File: config.mk
export PLATFORM = sky130hd
export DESIGN_NAME = measure_speed_window
export DESIGN_NICKNAME = d
export VERILOG_FILES = /design/src/rtl/measure_speed_pkg.sv /design/src/rtl/window_timer.sv /design/src/rtl/measure_speed_window.sv
export SDC_FILE = /design/constraint.sdc
export NUM_CORES = 1
export LEC_CHECK = 0
export CAP_MARGIN = 20
export CORE_MARGIN = 2
export CORE_UTILIZATION = 63
export CTS_CLUSTER_SIZE = 24
export DETAILED_ROUTE_END_ITERATION = 6
export GPL_ROUTABILITY_DRIVEN = 1
export GPL_TIMING_DRIVEN = 0
export PLACE_DENSITY = 0.93
export SLEW_MARGIN = 20
export SYNTH_ARGS = -nofsm -noshare
export SYNTH_HDL_FRONTEND = slang
export SYNTH_HIERARCHICAL = 1
export SYNTH_SLANG_ARGS = --single-unit
File: constraint.sdc
create_clock -name clk -period 8.5 [get_ports clk]
set_clock_uncertainty 0.15 [all_clocks]
set_input_delay 1.7 -clock clk [delete_from_list [all_inputs] [get_ports clk]]
set_output_delay 1.7 -clock clk [all_outputs]
set_load 0.01 [all_outputs]
File: src/rtl/measure_speed_pkg.sv
// rtl/measure_speed_pkg.sv - shared widths, filter depth and FSM states for measure_speed_window
package measure_speed_pkg;
    localparam int COUNT_W   = 16;
    localparam int SPEED_W   = 16;
    localparam int FILT_TAPS = 4;

    typedef enum logic {
        PRIME = 1'b0,
        RUN   = 1'b1
    } state_e;
endpackage

File: src/rtl/window_timer.sv
// rtl/window_timer.sv - free-running measurement window timer, tick on the last cycle of each window
module window_timer #(
    parameter int SAMPLE_CYCLES = 50000
) (
    input  logic clk,
    input  logic reset,
    input  logic en,
    output logic tick
);
    localparam logic [23:0] LAST = 24'(SAMPLE_CYCLES - 1);

    logic [23:0] count_q;
    logic [23:0] count_d;

    always_comb begin
        count_d = count_q;
        if (!en) begin
            count_d = '0;
        end else if (count_q == LAST) begin
            count_d = '0;
        end else begin
            count_d = count_q + 24'd1;
        end
    end

    // Gating with en means a tick coinciding with en falling is simply never seen.
    assign tick = en && (count_q == LAST);

    always_ff @(posedge clk or posedge reset) begin
        if (reset) begin
            count_q <= '0;
        end else begin
            count_q <= count_d;
        end
    end
endmodule

File: src/rtl/measure_speed_window.sv
// rtl/measure_speed_window.sv - per-window signed speed, direction and stop detect from a wrapping count
// Optional 4-tap moving-average of speed when MEASURE_SPEED_FILTER_EN is defined.
module measure_speed_window
    import measure_speed_pkg::*;
#(
    parameter int SAMPLE_CYCLES = 50000,
    parameter int STOP_WINDOWS  = 8
) (
    input  logic                 clk,
    input  logic                 reset,
    input  logic                 en,
    input  logic [COUNT_W-1:0]   enc_count,
    output logic [SPEED_W-1:0]   speed,
    output logic                 speed_valid,
    output logic                 dir,
    output logic                 stopped
);
    localparam logic [7:0] STOP_N = 8'(STOP_WINDOWS);

    logic tick;

    window_timer #(
        .SAMPLE_CYCLES(SAMPLE_CYCLES)
    ) u_timer (
        .clk   (clk),
        .reset (reset),
        .en    (en),
        .tick  (tick)
    );

    state_e             state_q, state_d;
    logic [COUNT_W-1:0] prev_q, prev_d;
    logic [SPEED_W-1:0] speed_q, speed_d;
    logic               valid_q, valid_d;
    logic               dir_q, dir_d;
    logic [7:0]         zrun_q, zrun_d;
    logic               stopped_q, stopped_d;

    // Modulo subtraction makes counter wrap transparent.
    logic [COUNT_W-1:0] delta;
    assign delta = enc_count - prev_q;

    logic [SPEED_W-1:0] speed_new;

`ifdef MEASURE_SPEED_FILTER_EN
    logic [FILT_TAPS-2:0][SPEED_W-1:0] hist_q, hist_d;
    logic [SPEED_W+1:0]                filt_sum;

    always_comb begin
        filt_sum = {{2{delta[SPEED_W-1]}}, delta};
        for (int i = 0; i < FILT_TAPS - 1; i++) begin
            filt_sum = filt_sum + {{2{hist_q[i][SPEED_W-1]}}, hist_q[i]};
        end
    end

    // Dropping the two LSBs of the sign-extended sum is an arithmetic shift toward -inf.
    assign speed_new = filt_sum[SPEED_W+1:2];

    always_comb begin
        hist_d = hist_q;
        if (!en || state_q == PRIME) begin
            hist_d = '0;
        end else if (tick) begin
            hist_d = {hist_q[FILT_TAPS-3:0], delta};
        end
    end

    always_ff @(posedge clk or posedge reset) begin
        if (reset) begin
            hist_q <= '0;
        end else begin
            hist_q <= hist_d;
        end
    end
`else
    assign speed_new = delta;
`endif

    always_comb begin
        state_d   = state_q;
        prev_d    = prev_q;
        speed_d   = speed_q;
        valid_d   = 1'b0;
        dir_d     = dir_q;
        zrun_d    = zrun_q;
        stopped_d = stopped_q;
        if (!en) begin
            state_d = PRIME;
        end else if (tick) begin
            prev_d = enc_count;
            case (state_q)
                PRIME: begin
                    state_d = RUN;
                end
                RUN: begin
                    valid_d = 1'b1;
                    speed_d = speed_new;
                    // Direction and stop detect follow the raw delta, never the filtered value.
                    if (delta != '0) begin
                        dir_d  = delta[COUNT_W-1];
                        zrun_d = '0;
                    end else if (zrun_q != STOP_N) begin
                        zrun_d = zrun_q + 8'd1;
                    end
                    stopped_d = (zrun_d == STOP_N);
                end
                default: state_d = PRIME;
            endcase
        end
    end

    always_ff @(posedge clk or posedge reset) begin
        if (reset) begin
            state_q   <= PRIME;
            prev_q    <= '0;
            speed_q   <= '0;
            valid_q   <= 1'b0;
            dir_q     <= 1'b0;
            zrun_q    <= '0;
            stopped_q <= 1'b0;
        end else begin
            state_q   <= state_d;
            prev_q    <= prev_d;
            speed_q   <= speed_d;
            valid_q   <= valid_d;
            dir_q     <= dir_d;
            zrun_q    <= zrun_d;
            stopped_q <= stopped_d;
        end
    end

    assign speed       = speed_q;
    assign speed_valid = valid_q;
    assign dir         = dir_q;
    assign stopped     = stopped_q;
endmodule

## Word-level counts from Yosys, hierarchy flattened

Index checks and enable logic that the tools add are counted.

- Register bits: 68
- Bits of input ports: 19
- Word-level logic and storage cells: 32

- Add/subtract/negate cells: 3
- Eq/ne operators: 4
- Muxes and demuxes: 12
- Reduce and logical (&&, ||, !) cells: 5

Operators with widths:

| kind | count |
|---|---|
| 24-bit two-way mux | 2 |
| 8-bit two-way mux | 5 |
| 24-bit by 1-bit adder with 24-bit output, second input constant | 1 |
| 24-bit by 16-bit == test with 1-bit output, second input constant | 1 |
| 16-bit nonzero test | 1 |
| 16-bit subtractor | 1 |
| 8-bit by 1-bit adder with 8-bit output, second input constant | 1 |
| 8-bit by 4-bit == test with 1-bit output, second input constant | 1 |
| 8-bit by 4-bit != test with 1-bit output, second input constant | 1 |
| 1-bit two-way mux | 5 |
| 4-bit AND reduction | 1 |
| 3-bit AND reduction | 1 |
| 2-bit by 1-bit != test with 1-bit output, second input constant | 1 |
| 2-bit AND reduction | 1 |
| 1-bit logical AND | 1 |

## Depth between registers and ports, before layout

- Depth in word-level cells: 7
- Gate-level depth with buffers: 12
- Gate-level depth less buffers: 11

## Hierarchy

The synthesis kept the hierarchy.

Modules (own cells, without submodules):

| module | times used | cells an instance | area each (um2) | sequential area each (um2) |
|---|---|---|---|---|
| measure_speed_window | 1 | 323 | 3002.9 | 1101.1 |
| window_timer | 1 | 125 | 1234.9 | 600.6 |

## Least setup slack after synthesis

Ideal clock, no wire load.

- Path type: in2reg
- Start: input enc_count[0]
- End: register stopped_q (netlist: stopped)
- Setup time: 0.074 ns
- Arrival time: 3.908 ns
- Data required time: 8.276 ns
- Slack: 4.368 ns
- Stages on the path: 12
- Buffers on the path: 1
- Cell sequence: inv_1 > ha_1 > fa_1 > nor2b_4 > o31a_4 > o21a_1 > or4_4 > a211oi_2 > and4b_4 > buf_8 > nand3_2 > o21ai_2

- Cells in the longest elaborated chain, start to end: 7

Ends and longest elaborated chain:

| item | line | source |
|---|---|---|
| start, declared | measure_speed_window.sv:12 | `input logic [COUNT_W-1:0] enc_count,` |
| 16-bit subtractor | measure_speed_window.sv:41 | `assign delta = enc_count - prev_q;` |
| 16-bit nonzero test | measure_speed_window.sv:99 | `if (delta != '0) begin` |
| 8-bit two-way mux | measure_speed_window.sv:99 |  |
| 8-bit two-way mux | measure_speed_window.sv:91 | `case (state_q)` |
| 8-bit two-way mux | measure_speed_window.sv:89 | `end else if (tick) begin` |
| 8-bit two-way mux | measure_speed_window.sv:87 | `if (!en) begin` |
| 8-bit by 4-bit == test with 1-bit output | measure_speed_window.sv:105 | `stopped_d = (zrun_d == STOP_N);` |
| end signal, assigned | measure_speed_window.sv:128 | `stopped_q <= stopped_d;` |
| end, declared | measure_speed_window.sv:37 | `logic stopped_q, stopped_d;` |

Every way passes these cells. The select of a mux whose other input is x is not followed.
A chain may end at the register's enable or synchronous reset.

## Worst setup path after layout

- Start: input enc_count[0]
- End: register zrun_q[2]

- Cells in the longest elaborated chain, start to end: 6

Ends and longest elaborated chain:

| item | line | source |
|---|---|---|
| 16-bit subtractor | measure_speed_window.sv:41 |  |
| 16-bit nonzero test | measure_speed_window.sv:99 |  |
| 8-bit two-way mux | measure_speed_window.sv:99 |  |
| 8-bit two-way mux | measure_speed_window.sv:91 |  |
| 8-bit two-way mux | measure_speed_window.sv:89 |  |
| 8-bit two-way mux | measure_speed_window.sv:87 |  |
| end signal, assigned | measure_speed_window.sv:127 | `zrun_q <= zrun_d;` |
| end, declared | measure_speed_window.sv:36 | `logic [7:0] zrun_q, zrun_d;` |

Every way passes these cells. The select of a mux whose other input is x is not followed.

==> results.sh <==
export IMPL_p_leak_nw=2.10
export IMPL_syn_area_um2=4240
export IMPL_initial_utilization_pct=66.0
export IMPL_synthTopCellsByArea="dfrtp_1, ha_1, mux2_2"
export IMPL_cp_endpoint="zrun_q[2]"
export IMPL_num_rows=29
export IMPL_numCtsBuffers=9
export IMPL_vias=3647
export IMPL_rsz0062_at_grt="false"
export IMPL_cts_resized=0
export IMPL_clkPwrFrac_pct=38.1
export IMPL_max_clock_path_buffers=2
export IMPL_cts_tree="built"
export IMPL_synth_seq_cells=68
export IMPL_ant_nets=0
export IMPL_io_pins=38
export IMPL_finalSetupViolCount=0
export IMPL_layout_commonest_cell="dfrtp_1"
export IMPL_clk_pin_slew_ns=0.08
export IMPL_cts_hold_buf=0
export IMPL_rr_endpoint="zrun_q[2]"
export IMPL_synth_area_per_cell_um2=9.46
export IMPL_nets=535
export IMPL_core_area_um2=6420
export IMPL_synthFlopType="dfrtp_1"
export IMPL_viasPerCell=6.32
export IMPL_track_usage_pct=27.3
export IMPL_final_hold_viol_count=0
export IMPL_htreeDepth=3
export IMPL_worstPathMaxFanout=10
export IMPL_grt_pass1_wl_um=16100
export IMPL_clkLatencyLatePin_ns=0.35
export IMPL_hpwl_um=6930
export IMPL_worst_slack_ns=4.00
export IMPL_syn_nets=486
export IMPL_dr_pass1_iters=5
export IMPL_synth_top_area_share_pct=40.2
export IMPL_syn_to_final_growth_pct=16.1
export IMPL_grt_remaining_overflow=0
export IMPL_die_area_um2=7400
export IMPL_finish_utilization_pct=76.6
export IMPL_crit_slowest_cell="clkdlybuf4s50_1"
export IMPL_drt_initial_drc_count=224
export IMPL_clock_sinks=68
export IMPL_gp_congestion=0.894
export IMPL_outcome="completed"
export IMPL_diodes=0
export IMPL_antenna_found_initial=0
export IMPL_numPortBuffers=37
export IMPL_post_cts_buffers=0
export IMPL_cap_viol_max_count=0
export IMPL_cp_buffers_inverters=3
export IMPL_postRouteWirelength_um=9480
export IMPL_wl_per_cell_um=16.4
export IMPL_synth_edf_count=0
export IMPL_p_sw_mw=0.191
export IMPL_drive_gt1_share_pct=12.6
export IMPL_endpoint_kind="flip-flop"
export IMPL_seqPwrFrac_pct=46.2
export IMPL_synthCells=448
export IMPL_drc=0
export IMPL_hp_class="reg2reg"
export IMPL_dp_slack_ns=3.67
export IMPL_yosysSeqAreaShare_pct=40.2
export IMPL_yosysTopAreaCell="dfrtp_1"
export IMPL_cp_slowest_stage_delay_ns=0.45
export IMPL_ys_types=69
export IMPL_crit_path_start_kind="input pin"
export IMPL_worstSetupStartpoint="enc_count[0]"
export IMPL_maxSlewViolCount=0
export IMPL_path_cells="clkdlybuf4s50_1, inv_1, ha_1, fa_1, nor2b_4, o31a_4, o21ai_0, a211oi_1, o2111ai_1, and4b_4, buf_8, a32oi_1, o21ai_1"
export IMPL_yosysWarningCount=6
export IMPL_die_h_um=86.0
export IMPL_r2r_cells=11
export IMPL_cp_depth=13
export IMPL_grt_max_degree=28
export IMPL_relSlewSlack_pct=42.5
export IMPL_worst_slew_pin_slew_ns=0.861
export IMPL_finalCritPeriodShare_pct=52.9
export IMPL_fin_tns_setup_ns=0
export IMPL_swShare_pct=26.8
export IMPL_finalCriticalPeriod_ns=4.50
export IMPL_setup_worst_path_class="in2reg"
export IMPL_p_comb_share_pct=15.7
export IMPL_internal_power_mw=0.523
export IMPL_layout_common_cells="dfrtp_1, nand2_1, nor2_1"
export IMPL_power_density_nw_per_um2=145
export IMPL_die_x_um=86.0
export IMPL_max_freq_ghz=0.222
export IMPL_async_flop_share_pct=100
export IMPL_crit_family="compound AO/OA/AOI/OAI gates"
export IMPL_grt_pass1_vias=3586
export IMPL_cp_data_arrival_time_ns=4.63
export IMPL_root_buffer="clkbuf_8"
export IMPL_peakVddDrop_mv=0.102
export IMPL_required_ns=8.63
export IMPL_r2r_slack_ns=5.42
export IMPL_r2r_start="prev_q[1]"
stage by stage:
step / area, µm² / power [mW] / instances / hold slack [ns]
2_1_floorplan: 4240 / 0.416 / 448 / 0.302
3_3_place_gp: 4700 / 0.441 / 562 / 0.312
3_5_place_dp: 4730 / 0.447 / 563 / 0.319
4_1_cts: 4920 / 0.715 / 577 / 0.334
5_1_grt: 4920 / 0.743 / 577 / 0.349
6_report: 4920 / 0.714 / 577 / 0.330
power groups by stage:
stage / combinational (mW) / sequential, mW / clock, mW
floorplan: 0.0799 / 0.336 / 0
global placement: 0.105 / 0.336 / 0
detailed placement: 0.110 / 0.336 / 0
CTS: 0.111 / 0.330 / 0.273
global route: 0.124 / 0.330 / 0.289
finish: 0.112 / 0.330 / 0.272
flip-flops by register name, indices dropped and copies added, names as in the netlist:
| register | flops |
|---|---|
| state_q | 1 |
| stopped | 1 |
| prev_q | 16 |
| zrun_q | 8 |
| speed_valid | 1 |
| dir | 1 |
| u_timer/count_q | 24 |
| speed | 16 |
synth_stat cells, drive strengths merged (3+ instances only):
master    n
dfrtp    68
nor2     38
o21a      4
or4       5
clkbuf    7
o21ai    28
mux2i     3
nand4    12
a21o      3
nand2    44
and2      3
a31oi     4
xor2      6
mux2     15
nor3     14
o31ai     3
nand2b    5
o2111ai   3
o211ai    5
or2       3
a21oi    15
buf       9
a2111oi   5
xnor2    20
and3      5
nor2b     5
nand3    20
inv      29
ha       18
or3       6
o31a      3
nor4     12
a32oi     3
layer usage:
| metal | vias to the layer above | part of all wire, % | global-route usage (%) |
|---|---|---|---|
| li1 | 1719 | - | - |
| met1 | 1779 | 41 | 33.6 |
| met2 | 125 | 51 | 48.0 |
| met3 | 24 | 5.3 | 5.29 |
| met4 | 0 | 2.3 | 8.95 |
| met5 | - | 0 | 0 |
worst min path at each step:
stage          depth (start not counted)      from        to  slack (ns)
4_1_cts                                1   state_q   state_q        0.33
5_1_grt                                2   stopped   stopped        0.35
3_5_place_dp                           1   state_q   state_q        0.32
3_3_place_gp                           2  speed[4]  speed[4]        0.31
2_1_floorplan                          1   state_q   state_q        0.30
6_report                               1   state_q   state_q        0.33
area by class of cell:
class	instances	area, µm²
multi-input cells	334	2330
clock inverters	2	35.0
fillers	436	1500
repair buffers	38	398
inverters	30	113
plain buffers	16	92.6
clock buffers	12	155
well taps	77	96.3
flip-flops and latches	68	1700
cell families (layout without fill, tap and decap cells):
kind of cell / after synthesis / count (layout) / synth area share (%)
simple gates: 179 / 179 / 23.4
compound gates: 92 / 92 / 15.6
flops: 68 / 68 / 40.2
buf+inv: 46 / 98 / 4.84
xor+xnor: 26 / 26 / 5.55
fa+ha+maj: 19 / 19 / 5.79
mux: 18 / 18 / 4.69
Power figures use the tool's default switching activity.
